===== config.mk =====
export PLATFORM = sky130hd
export DESIGN_NAME = priority_decoder_12b
export DESIGN_NICKNAME = d
export VERILOG_FILES = /design/src/rtl/priority_decoder_12b.sv
export SDC_FILE = /design/constraint.sdc
export NUM_CORES = 1
export LEC_CHECK = 0
export CAP_MARGIN = 40
export CORE_AREA = 5 5 49 51
export DETAILED_ROUTE_END_ITERATION = 10
export DIE_AREA = 0 0 54 56
export PLACE_DENSITY = 0.84
export SKIP_CTS_REPAIR_TIMING = 1
export SYNTH_ARGS = -nofsm -noshare
export SYNTH_HDL_FRONTEND = slang
export SYNTH_SLANG_ARGS = --single-unit

===== constraint.sdc =====
create_clock -name clk -period 2.6 [get_ports clk]
set_input_delay 0.26 -clock clk [delete_from_list [all_inputs] [get_ports clk]]
set_output_delay 0.26 -clock clk [all_outputs]
set_load 0.01 [all_outputs]

===== src/rtl/priority_decoder_12b.sv =====
// priority_decoder_12b
//   Inverse of the 12-request priority encoder. A request index arrives over a
//   valid/ready handshake. The matching one-hot line is driven for HOLD_CYCLES
//   clock cycles and then released. NONE_CODE is accepted and ignored. Any
//   other out-of-range code is accepted and flagged with a one-cycle err pulse.
//
//   Optional feature macro: DECODER_HISTORY_EN
//     When defined, the hist port holds a sticky OR of every legal line that
//     has been decoded since reset. When undefined, the port and register are
//     absent.
//
// Ports
//   clk       in   1      system clock, rising edge
//   reset_n   in   1      synchronous reset, active-low
//   in_valid  in   1      in_code is valid this cycle
//   in_ready  out  1      block can accept a code this cycle (IDLE)
//   in_code   in   IDX_W  request index to decode
//   onehot    out  WIDTH  decoded output, at most one bit high
//   busy      out  1      a pulse is being held
//   err       out  1      one-cycle pulse: illegal code accepted
//   hist      out  WIDTH  sticky decode history (DECODER_HISTORY_EN only)

module priority_decoder_12b #(
  parameter int unsigned WIDTH       = 12,
  parameter int unsigned IDX_W       = 4,
  parameter int unsigned HOLD_CYCLES = 4,
  parameter int unsigned NONE_CODE   = 15
) (
  input  logic             clk,
  input  logic             reset_n,
  input  logic             in_valid,
  output logic             in_ready,
  input  logic [IDX_W-1:0] in_code,
  output logic [WIDTH-1:0] onehot,
  output logic             busy,
  output logic             err
`ifdef DECODER_HISTORY_EN
  ,
  output logic [WIDTH-1:0] hist
`endif
);

  // Counter sized for HOLD_CYCLES-1; at least one bit so HOLD_CYCLES=1 works.
  localparam int unsigned      CNT_W    = (HOLD_CYCLES > 1) ? $clog2(HOLD_CYCLES) : 1;
  localparam logic [CNT_W-1:0] CNT_LOAD = CNT_W'(HOLD_CYCLES - 1);
  localparam logic [IDX_W-1:0] WIDTH_C  = IDX_W'(WIDTH);
  localparam logic [IDX_W-1:0] NONE_C   = IDX_W'(NONE_CODE);

  typedef enum logic {
    IDLE,
    HOLD
  } state_e;

  state_e           state_q, state_d;
  logic [WIDTH-1:0] onehot_q, onehot_d;
  logic             busy_q, busy_d;
  logic             err_q, err_d;
  logic [CNT_W-1:0] cnt_q, cnt_d;

  logic             xfer;
  logic             code_legal;
  logic             code_none;
  logic [WIDTH-1:0] dec;

  // Ready is a pure state decode, so there is no path from in_valid.
  assign in_ready   = (state_q == IDLE);
  assign xfer       = in_valid && in_ready;
  assign code_legal = (in_code < WIDTH_C);
  assign code_none  = (in_code == NONE_C);

  always_comb begin
    dec = '0;
    for (int unsigned i = 0; i < WIDTH; i++) begin
      dec[i] = (in_code == IDX_W'(i));
    end
  end

  always_comb begin
    state_d  = state_q;
    onehot_d = onehot_q;
    busy_d   = busy_q;
    cnt_d    = cnt_q;
    err_d    = 1'b0;

    unique case (state_q)
      IDLE: begin
        if (xfer) begin
          if (code_legal) begin
            onehot_d = dec;
            cnt_d    = CNT_LOAD;
            busy_d   = 1'b1;
            state_d  = HOLD;
          end else if (!code_none) begin
            err_d = 1'b1;
          end
        end
      end
      HOLD: begin
        // The cycle with cnt==0 is the last held cycle; release on its edge.
        if (cnt_q != '0) begin
          cnt_d = cnt_q - CNT_W'(1);
        end else begin
          onehot_d = '0;
          busy_d   = 1'b0;
          state_d  = IDLE;
        end
      end
      default: begin
        state_d = IDLE;
      end
    endcase
  end

  always_ff @(posedge clk) begin
    if (!reset_n) begin
      state_q  <= IDLE;
      onehot_q <= '0;
      busy_q   <= 1'b0;
      err_q    <= 1'b0;
      cnt_q    <= '0;
    end else begin
      state_q  <= state_d;
      onehot_q <= onehot_d;
      busy_q   <= busy_d;
      err_q    <= err_d;
      cnt_q    <= cnt_d;
    end
  end

  assign onehot = onehot_q;
  assign busy   = busy_q;
  assign err    = err_q;

`ifdef DECODER_HISTORY_EN
  logic [WIDTH-1:0] hist_q, hist_d;

  always_comb begin
    hist_d = hist_q;
    if (xfer && code_legal) begin
      hist_d = hist_q | dec;
    end
  end

  always_ff @(posedge clk) begin
    if (!reset_n) begin
      hist_q <= '0;
    end else begin
      hist_q <= hist_d;
    end
  end

  assign hist = hist_q;
`endif

endmodule


==> flow_summary.ini <==
[status]
status = complete, no violations

[detailed_routing]
drtPass1Iterations = 4
met1Wirelength_microns = 849
routedWlPerCell_microns = 14.3
top_layer = met4
antenna_left = 0
via_per_inst = 5.33
num_vias = 693
drt_iter0_drc = 5
drt_wl_total_microns = 1860
route.detailed.drc = 0
route.met2.wl_microns = 869
met3_length_microns = 107

[power]
p_clk_share_pct = 28.5
switchingPower_uw = 148
p_comb_share_pct = 17.6
p_int_uw = 370
ir_drop_v = 0.000290
seqPwrFrac_pct = 53.9
p_sw_share_pct = 28.5
powerDensity_nw_per_um2 = 460
p_leak_uw = 0.000361

[yosys]
syn_nets = 91
ys_seq_area_share_pct = 37.6
synthAdderAreaFrac_pct = 1.38
ys_ff_latch = 17
yosysTopAreaCell = dfxtp_1
synthMuxAreaShare_pct = 0
synthTopCellsByCount = 17 x dfxtp_1, 11 x nand2_1, 9 x o211ai_2
avgSynthCellArea_sq_um = 10.9
yosys_warnings = 0
synth_compound_area_share_pct = 31.5
synth_area_sq_um = 905
synth.most_common_cell = dfxtp_1
synth_top_family_by_area = compound AO/OA/AOI/OAI gates
synth_top_flop_cell = dfxtp_1
synth_edf_count = 0
netlist_instances = 83
synthArstFlopShare_pct = 0
synth_top_area_share_pct = 37.6
synthXorXnorAreaFrac_pct = 0
synth_cell_types = 28
yosys-top-cells-area = dfxtp_1 38%, o211ai_2 12%, a21boi_1 6.6%
synth_simple_gate_area_share_pct = 22.4

[global_routing]
grt_pass1_wl_microns = 3080
grt_pass1_vias = 685
overflow = 0
grt_max_degree = 18
grt_use_total_pct = 13.4
antenna_found_initial = 0

[floorplanning]
num_rows = 16
initial_core_util_pct = 47.6
core-area_sq_um = 1900
io_pins = 22
fp.dieH_microns = 56
die_area_sq_um = 3020
fp.dieW_microns = 54

[run]
maxCapViolCount = 0

[setup_path]
cp_data_required_time_ns = 2.34
endpoint_kind = output port
worstSetupPathType = reg -> out
crit_arrival_ns = 1.50
worst_path_max_delay_cell = dfxtp_1
startpoint_type = register
cp_max_fo = 11
max_stage_delay_ns = 0.62
crit_chain = inv_1, clkdlybuf4s50_1

[clock_network]
clock-sinks = 17
cts-root-buf = clkbuf_4
cts_buffer_depth = 2
cts.htree.levels = 1
cts_tree = done
cts_made_buffers = 3
clkTransAtPathRegs_ns = 0.11
insertion_delay_ns = 0.30

[timing]
tns_ns = 0
maxSlewViolCount = 0
fin_skew_ns = 0.00771
rsz0062_at_grt = no
fmax_mhz = 569
layout_worst_path_cycle_share_pct = 67.5
hold_viol = 0
max_slew_margin_pct = 65.9
min_period_ns = 1.76
finalSetupViolCount = 0
worst_pin_slew_ns = 0.510

[placement]
hpwl_microns = 1360
gp_congestion = 0.812
portBuffers = 21
placed_cell_area_sq_um = 1100

[worst_hold_path]
min_path_type = reg -> reg

[finish]
area_growth_pct = 24.5
drive_gt1_share_pct = 26.2
design_area_sq_um = 1130
diodes = 0
final_util_pct = 59.2
layout.nets = 112
per-stage QoR:
step	power [uW]	setup WS [ns]	std cells	hold WS, ns
after detailed placement	376	0.927	126	0.461
after floorplan	348	1.49	83	0.409
after CTS	526	0.816	130	0.479
after global placement	373	0.982	126	0.462
after global routing	544	0.754	130	0.504
final	518	0.844	130	0.475
state kept, by name, summed over array words and instances (netlist names):
register / flops
onehot: 12
cnt_q: 2
busy: 1
err: 1
state_q: 1
cell type report:
type,count,area [sq um]
clock inverters,1,7.51
well taps,27,33.8
repair buffers,21,210
fillers,166,776
inverters,3,11.3
multi-input cells,58,500
flip-flops and latches,17,340
clock buffers,3,22.5
path summary, 6_finish.rpt:
| check | startpoint | endpoint | slack, ns | cells past startpoint |
|---|---|---|---|---|
| setup / recovery | state_q | in_ready | 0.84 | 2 |
| hold / removal | onehot[10] | onehot[10] | 0.47 | 2 |
| setup reg to reg | state_q | cnt_q[1] | 0.96 | 3 |
| hold reg to reg | onehot[10] | onehot[10] | 0.47 | 2 |
worst max-delay path, delay by kind of cell, from the launching register on:
family,cells,cell delay [ns]
flops,1,0.62
buf+inv,2,0.57
layer usage:
metal,GRT usage (%),vias to the layer above
li1,-,345
met1,15.7,326
met2,21.6,18
met3,3.75,4
met4,6.41,0
met5,0,-
cell usage in the layout (no fill, tap or decap), drive strengths merged, types with 2 or more instances in the layout:
cell type	instances
clkdlybuf4s50	21
dfxtp	17
a21boi	13
nand2	12
o211ai	12
inv	3
nand4	3
clkbuf	3
nor3b	2
o21a	2
and4bb	2
and2	2
cell families (layout without fill, tap and decap cells):
family	Yosys count	in the layout
simple gates	28	28
flops	17	17
buf+inv	8	28
compound gates	29	29
fa+ha+maj	1	1
power groups by stage:
stage | Clock [uW] | Sequential (uW) | Combinational [uW]
after floorplan | 0 | 282 | 65.8
after global placement | 0 | 284 | 88.3
after detailed placement | 0 | 285 | 90.9
after CTS | 155 | 279 | 91.4
after global routing | 164 | 281 | 99.6
final | 147 | 279 | 91.2
No activity file was read; power rests on OpenSTA's default activity.
